<file path="src/rtl/fetch_ctrl.sv">
// Instruction-fetch sequencer: owns the PC, issues one imem request at a time, hands words to decode.
// Optional FETCH_ALIGN_CHECK_EN: misaligned redirects raise a sticky fault and park the fetcher in HALT.
module fetch_ctrl #(
  parameter int              XLEN     = 32,
  parameter logic [XLEN-1:0] RESET_PC = 32'h0000_3000
) (
  input  logic            clk,
  input  logic            rst,
  output logic            imem_req,
  output logic [XLEN-1:0] imem_addr,
  input  logic            imem_ack,
  input  logic [XLEN-1:0] imem_rdata,
  output logic            inst_valid,
  input  logic            inst_ready,
  output logic [XLEN-1:0] inst_out,
  output logic [XLEN-1:0] inst_pc,
  input  logic            redirect_valid,
  input  logic [XLEN-1:0] redirect_pc,
  input  logic            halt,
  output logic            halted,
  output logic            fault
);

  // Decode handshake: a word transfers on any cycle with inst_valid & inst_ready;
  // inst_valid never drops and inst_out/inst_pc never change until that transfer
  // happens, except when a redirect flushes the held word.
  typedef enum logic [1:0] {S_IDLE, S_FETCH, S_OUT, S_HALT} state_t;

  state_t          state;
  logic [XLEN-1:0] pc;
  logic [XLEN-1:0] pend_pc;
  logic            pend;
  logic            fault_q;
  logic [XLEN-1:0] tgt;
  logic            bad;

  assign tgt = redirect_pc & ~XLEN'(3);

`ifdef FETCH_ALIGN_CHECK_EN
  assign bad = redirect_valid && (redirect_pc[1:0] != 2'b00);
`else
  assign bad = 1'b0;
`endif

  assign imem_addr = pc;
  assign fault     = fault_q;

  always_ff @(posedge clk) begin
    if (rst) begin
      state      <= S_IDLE;
      pc         <= RESET_PC;
      pend       <= 1'b0;
      pend_pc    <= '0;
      imem_req   <= 1'b0;
      inst_valid <= 1'b0;
      inst_out   <= '0;
      inst_pc    <= '0;
      halted     <= 1'b0;
      fault_q    <= 1'b0;
    end else begin
      if (bad) fault_q <= 1'b1;
      case (state)
        S_IDLE: begin
          if (redirect_valid && !bad) pc <= tgt;
          if (halt || bad) begin
            state  <= S_HALT;
            halted <= 1'b1;
          end else if (!redirect_valid) begin
            state    <= S_FETCH;
            imem_req <= 1'b1;
          end
        end
        S_FETCH: begin
          if (imem_ack) begin
            imem_req <= 1'b0;
            pend     <= 1'b0;
            // A fault seen while waiting still lets the memory finish, then drops the word.
            if (fault_q || bad) begin
              state  <= S_HALT;
              halted <= 1'b1;
            end else if (redirect_valid) begin
              pc    <= tgt;
              state <= S_IDLE;
            end else if (pend) begin
              pc    <= pend_pc;
              state <= S_IDLE;
            end else begin
              inst_out   <= imem_rdata;
              inst_pc    <= pc;
              pc         <= pc + XLEN'(4);
              inst_valid <= 1'b1;
              state      <= S_OUT;
            end
          end else if (redirect_valid && !bad) begin
            pend    <= 1'b1;
            pend_pc <= tgt;
          end
        end
        S_OUT: begin
          if (redirect_valid) begin
            inst_valid <= 1'b0;
            if (bad) begin
              state  <= S_HALT;
              halted <= 1'b1;
            end else begin
              pc    <= tgt;
              state <= S_IDLE;
            end
          end else if (inst_ready) begin
            inst_valid <= 1'b0;
            if (halt) begin
              state  <= S_HALT;
              halted <= 1'b1;
            end else begin
              state    <= S_FETCH;
              imem_req <= 1'b1;
            end
          end
        end
        S_HALT: begin
          if (redirect_valid && !bad) pc <= tgt;
          if (!halt && !fault_q && !bad) begin
            state  <= S_IDLE;
            halted <= 1'b0;
          end
        end
        default: begin
          state    <= S_IDLE;
          imem_req <= 1'b0;
          halted   <= 1'b0;
        end
      endcase
    end
  end

endmodule

</file>
<file path="config.mk">
export PLATFORM = sky130hd
export DESIGN_NAME = fetch_ctrl
export DESIGN_NICKNAME = d
export VERILOG_FILES = /design/src/rtl/fetch_ctrl.sv
export SDC_FILE = /design/constraint.sdc
export NUM_CORES = 1
export LEC_CHECK = 0
export BUFFER_PORTS_ARGS = -buffer_cell sky130_fd_sc_hd__buf_2
export CAP_MARGIN = 25
export CORE_ASPECT_RATIO = 0.5
export CORE_MARGIN = 2
export CORE_UTILIZATION = 45
export CTS_BUF_LIST = sky130_fd_sc_hd__clkbuf_16
export CTS_CLUSTER_DIAMETER = 30
export DETAILED_ROUTE_END_ITERATION = 7
export PLACE_DENSITY = 0.71
export SLEW_MARGIN = 20
export SYNTH_ARGS = -nofsm -noshare
export SYNTH_HDL_FRONTEND = slang
export SYNTH_SLANG_ARGS = --single-unit
</file>
<file path="constraint.sdc">
create_clock -name clk -period 5.33 [get_ports clk]
set_clock_uncertainty 0.1 [all_clocks]
set_input_delay 0.533 -clock clk [delete_from_list [all_inputs] [get_ports clk]]
set_output_delay 0.533 -clock clk [all_outputs]
set_load 0.02 [all_outputs]
</file>
==> out/summary.txt, run 1 <==
Status = finished, final reports clean
Floorplan core area = 0.0129 mm²
CP bufs+invs = 1
Fin cells = 1075
Seq cells post-synth = 128
Starting DRC count in detailed routing = 569
Port Buffer Count = 162
Ys flop type = dfxtp_1
Sequential area share after synthesis = 0.424
Initial antenna violation count = 0
Fin nets = 969
Starting Density = 0.469
Met3 Use GR = 0.0688
Maxcap violations = 0
CP Capture Type = flip-flop
P_int = 2.15 mW
Gr usage total = 0.234
Hpwl dp = 11.4 mm
Total congestion overflow = 0
Via count = 5898
DR WL/cell = 16.0 µm
Most frequent cells in the layout = nand2_1 (211), buf_2 (161), dfxtp_1 (128)
Dpl cells = 1044
Largest net degree at the start of global routing = 91
Routing usage on met2 = 0.343
Power per cell area = 453 mW/mm²
TritonRoute pass-1 iters = 6
Fin crit period = 3050 ps
First-pass GRT wire length = 26.6 mm
Final slew viol count = 0
Total Wirelength = 17.2 mm
EDFF count, synth = 0
Relative slew slack = 0.357
FP Rows = 29
H-Tree Level Count = 4
Placer Congestion = 0.872
Post-Syn Area = 0.00604 mm²
Max FO, Critical Path = 14
Mapped Avg Cell Area = 7.88 µm²
CTS sink cnt = 128
Die Ht = 86.0 µm
Fmax = 0.328 GHz
CTS tree = built
Sw Share = 0.358
Setup ws final = 2280 ps
Critical Path RT = 5530 ps
Final Cycle Share = 0.572
CTS Hold Bufs = 0
Worst-skew pair later-pin latency = 410 ps
Via density = 5.49
Critical Path AT = 3250 ps
Antenna diodes = 0
Unrepaired setup endpoints after global routing = no
Max VDD drop = 0.239 mV
Die Footprint = 0.0144 mm²
Boundary Pins = 170
Synthesized instance count = 767
Fill cell count = 1241
Warnings from Yosys = 0
Switching power = 1.20 mW
Number of global-route vias before repair = 4982
Area delta synth->final = 22.2%
Seq pwr share = 0.369
CTS buffer count = 17
Slowest CP cell = nor2b_2
Share of cells above drive strength 1 = 0.248
Hold Vio Cnt, Final = 0
Post-synth ARST share = 0
DRC = 0
Overall Power = 3.34 mW
Comb pwr share = 0.280
Clk Tree Root Cell = clkbuf_16
Leak = 2.97 nW
Setup crit start kind = flip-flop
CP peak stage delay = 700 ps
Clock Tree Buf Depth = 2
HP Class = in -> reg
Die X = 168 µm
Commonest non-fill, non-tap cell in the layout = nand2_1
Post-CTS Setup Bufs = 0
DRT antenna net count = 0
Setup WS pre-CTS = 2350 ps
Yosys cell types = 74
Slew @ Worst Pin = 965 ps
Setup_tns = 0 ps
Crit path max-delay family = simple AND/OR/NAND/NOR gates
Global routing's busiest layer = met2
CP Cell Sequence = inv_1 > ha_1 > nor2b_2 > and2_1 > a221o_1 > a21oi_1 > nor4_1
Resize count post-CTS = 0
GR Util met1 = 0.331
Clk pin slew, worst setup/hold paths = 60 ps
Clock share of power = 0.351
Final Setup Violations = 0
Kind of critical path = reg -> reg
[worst min-delay path, stage by stage]
cell     delay, ps
buf_2          100
nand2_1         40
a21oi_1         50
[worst paths after layout]
| path | start | end | slack [ps] | cells past startpoint |
|---|---|---|---|---|
| hold / removal | imem_rdata[17] | inst_out[17] | 250 | 3 |
| setup / recovery | state[1] | imem_addr[14] | 2280 | 7 |
| setup reg to reg | state[1] | imem_addr[14] | 2280 | 7 |
| hold reg to reg | inst_pc[29] | inst_pc[29] | 350 | 2 |
[state kept, by name (all words and copies together), names as in the netlist]
signal	cells
inst_out	32
imem_addr	30
inst_pc	30
pend_pc	30
state	2
halted	1
imem_req	1
inst_valid	1
pend	1
[power groups by stage]
| stage | Sequential, mW | Clock, mW | Combinational [mW] |
|---|---|---|---|
| 3_5_place_dp | 1.25 | 0 | 0.928 |
| 4_1_cts | 1.23 | 1.19 | 0.932 |
| 5_1_grt | 1.25 | 1.24 | 1.03 |
| 3_3_place_gp | 1.24 | 0 | 0.906 |
| 2_1_floorplan | 1.31 | 0 | 0.585 |
| 6_report | 1.24 | 1.17 | 0.935 |
[Yosys cell counts (3+ instances only)]
| cell | count | share of area |
|---|---|---|
| a221o_1 | 7 | 0.012 |
| nand4_1 | 3 | 0.0031 |
| nor4_2 | 3 | 0.0062 |
| clkbuf_8 | 6 | 0.014 |
| and4_1 | 6 | 0.0087 |
| nor3_1 | 11 | 0.0091 |
| o21ai_0 | 16 | 0.013 |
| clkbuf_1 | 32 | 0.020 |
| ha_1 | 6 | 0.012 |
| buf_6 | 4 | 0.0075 |
| a211oi_1 | 14 | 0.017 |
| a311oi_1 | 3 | 0.0043 |
| a221oi_1 | 10 | 0.014 |
| nand2_1 | 211 | 0.13 |
| a21oi_1 | 120 | 0.099 |
| xor2_1 | 4 | 0.0058 |
| or3_1 | 3 | 0.0031 |
| nand3_1 | 13 | 0.011 |
| mux2i_1 | 3 | 0.0050 |
| a31oi_1 | 3 | 0.0031 |
| inv_1 | 12 | 0.0075 |
| dfxtp_1 | 128 | 0.42 |
| buf_2 | 15 | 0.012 |
| xnor2_1 | 9 | 0.013 |
| nand2b_1 | 6 | 0.0062 |
| nor4_1 | 6 | 0.0062 |
| o22ai_1 | 11 | 0.011 |
| buf_4 | 7 | 0.0087 |
| nor2_1 | 35 | 0.022 |
[through the flow]
step / utilization / hold slack [ps] / area (µm²)
floorplan: - / 331 / 6060
global placement: 0.524 / 337 / 6750
detailed placement: 0.527 / 343 / 6790
CTS: 0.573 / 242 / 7390
global route: 0.573 / 239 / 7390
finish: 0.573 / 253 / 7390
[kinds of logic (layout without fill, tap and decap cells)]
family / count (synthesis) / count (layout) / synth area share
fa+ha+maj: 6 / 6 / 0.0124
mux: 4 / 4 / 0.00683
simple gates: 325 / 325 / 0.252
other cells: 1 / 5 / 0.000620
buf+inv: 78 / 212 / 0.0710
xor+xnor: 13 / 13 / 0.0188
compound gates: 212 / 212 / 0.215
flops: 128 / 128 / 0.424
[routing by layer]
| metal | part of all wire | wire (µm) |
|---|---|---|
| met5 | 0 | 0 |
| met3 | 0.098 | 1680 |
| met1 | 0.46 | 7880 |
| met4 | 0.012 | 209 |
| met2 | 0.43 | 7400 |
[cell type report]
cell class	count	area, µm²	area share
Multi-Input combinational cell	565	3080	0.417
Sequential cell	128	2560	0.347
Inverter	12	45.0	0.00610
Clock buffer	17	425	0.0576
Tap cell	170	213	0.0288
Timing Repair Buffer	169	893	0.121
Clock inverter	14	169	0.0229
Note: power is estimated with default switching activity, not from simulation.
==> inputs of run 2 (changes only) <==
clock period = 2.98 ns   (was 5.33 ns; I/O delays follow)
==> run 2 against run 1 <==
  * Flip-flop and latch count is the same
  * Register-to-register slack lost 1900 ps
  * Routed wire length grew 0.30%
  * Critical endpoint is now imem_addr[15]
  * First-iteration DRC count grew 8.4%
  * Maximum frequency grew 18%
  * Power grew 82%
  * Design area grew 1.0%
  * Sequential share of layout area shrank 0.35 points
  * Non-clock buffer count grew 9
  * Highest routed layer unchanged
==> out/summary.txt, run 2 (same netlist as run 1, synthesis figures left out) <==
Floorplan core area = 0.0129 mm² (unchanged)
H-Tree Level Count = 4 (unchanged)
DRT antenna net count = 0 (unchanged)
Power per cell area = 818 mW/mm² (+81%)
Number of global-route vias before repair = 5295 (+6.3%)
Setup_tns = 0 ps (unchanged)
Hpwl dp = 11.7 mm (+2.8%)
Kind of critical path = reg -> reg
Initial antenna violation count = 0 (unchanged)
Final slew viol count = 0 (unchanged)
Final Cycle Share = 0.871 (+0.299)
HP Class = in -> reg
Placer Congestion = 0.892 (+2.3%)
Starting Density = 0.469 (unchanged)
Clock Tree Buf Depth = 2 (unchanged)
Hold Vio Cnt, Final = 0 (unchanged)
Max VDD drop = 0.359 mV (+50%)
Worst-skew pair later-pin latency = 410 ps (about the same)
Setup crit start kind = flip-flop
Relative slew slack = 0.422 (+0.0656)
Total congestion overflow = 0 (unchanged)
Share of cells above drive strength 1 = 0.254 (+0.00604)
Fin crit period = 2600 ps (-454 ps)
Gr usage total = 0.240 (+0.00612)
Fin nets = 978 (+0.93%)
Max FO, Critical Path = 19 (+5)
Antenna diodes = 0 (unchanged)
WP depth = 7 (unchanged)
Die Ht = 86.0 µm (unchanged)
Via count = 5957 (+1.0%)
Status = finished, final reports clean
Clk pin slew, worst setup/hold paths = 60 ps (about the same)
Critical Path RT = 3220 ps (-2310 ps)
CTS sink cnt = 128 (unchanged)
Maxcap violations = 0 (unchanged)
Boundary Pins = 170 (unchanged)
DR WL/cell = 15.9 µm (-0.63%)
Hold Path Depth = 3 (unchanged)
CP Cell Sequence = inv_1 > ha_1 > o21ai_2 > buf_4 > a221oi_1 > or3_1 > a31oi_1
Commonest non-fill, non-tap cell in the layout = nand2_1
Die X = 168 µm (unchanged)
Slew @ Worst Pin = 867 ps (-98.5 ps)
Util after Layout = 0.579 (+0.00583)
Total Wirelength = 17.2 mm (+0.30%)
CP bufs+invs = 2 (+1)
CP peak stage delay = 760 ps (+60 ps)
Most frequent cells in the layout = nand2_1 (211), buf_2 (161), dfxtp_1 (128)
Unrepaired setup endpoints after global routing = no
Max reg flops = 32 (unchanged)
Fmax = 0.385 GHz (+18%)
CP Capture Type = flip-flop
Crit path max-delay family = compound AO/OA/AOI/OAI gates
Largest net degree at the start of global routing = 72 (-21%)
Via density = 5.49 (about the same)
Worst Reg-to-Reg Cells = 7 (unchanged)
Resize count post-CTS = 0 (unchanged)
Slowest CP cell = o21ai_2
Critical Path AT = 2830 ps (-420 ps)
DRC = 0 (unchanged)
Area delta synth->final = 23.5%
CTS Hold Bufs = 0 (unchanged)
Final Setup Violations = 0 (unchanged)
Leak = 3.03 nW (+2.1%)
Port Buffer Count = 162 (unchanged)
Die Footprint = 0.0144 mm² (unchanged)
Largest reg by FF count = inst_out
Post-CTS Setup Bufs = 0 (unchanged)
TritonRoute pass-1 iters = 5 (-1)
Clk Tree Root Cell = clkbuf_16
FP Rows = 29 (unchanged)
CTS buffer count = 17 (unchanged)
CTS tree = built
First-pass GRT wire length = 27.5 mm (+3.5%)
Starting DRC count in detailed routing = 617 (+8.4%)
run 2: cell type report:
cell class	instances	area [µm²]
Fill cell	1188	5420
Multi-Input combinational cell	565	3080
Sequential cell	128	2560
Timing Repair Buffer	178	946
Clock buffer	17	425
Tap cell	170	213
Clock inverter	15	195
Inverter	12	45.0
run 2: worst reg2reg max path, cell delays in order (launching register included):
cell,delay [ps]
dfxtp_1,360
inv_1,100
ha_1,390
o21ai_2,760
buf_4,300
a221oi_1,60
or3_1,310
a31oi_1,150
run 2: power breakdown:
group          internal [mW]  total (mW)  leakage (nW)  switching (mW)
clock                   1.40        2.19         0.303           0.791
combinational          0.623        1.70          1.69            1.08
sequential              1.93        2.21          1.04           0.283
run 2: metal layers:
metal | vias to the layer above | track usage | part of all wire
li1 | 2934 | - | -
met1 | 2722 | 0.349 | 0.47
met2 | 277 | 0.349 | 0.42
met3 | 24 | 0.0605 | 0.093
met4 | 0 | 0.0735 | 0.014
met5 | - | 0 | 0
run 2: worst paths after layout:
| kind | to | start | slack (ps) |
|---|---|---|---|
| worst max-delay path | imem_addr[15] | state[1] | 380 |
| worst min-delay path | inst_out[22] | imem_rdata[22] | 20 |
| worst max register to register | imem_addr[15] | state[1] | 380 |
| worst min register to register | inst_pc[29] | inst_pc[29] | 350 |
run 2: metrics by stage:
step	instance area [µm²]	hold slack, ps	instances	setup WS [ps]	total power, mW
after global placement	6840	338	1053	457	3.89
after CTS	7460	4.98	1085	391	6.11
after floorplan	6060	331	771	1080	3.39
final	7460	16.3	1085	384	6.10
after global routing	7460	12.4	1085	205	6.42
after detailed placement	6840	343	1053	415	3.92
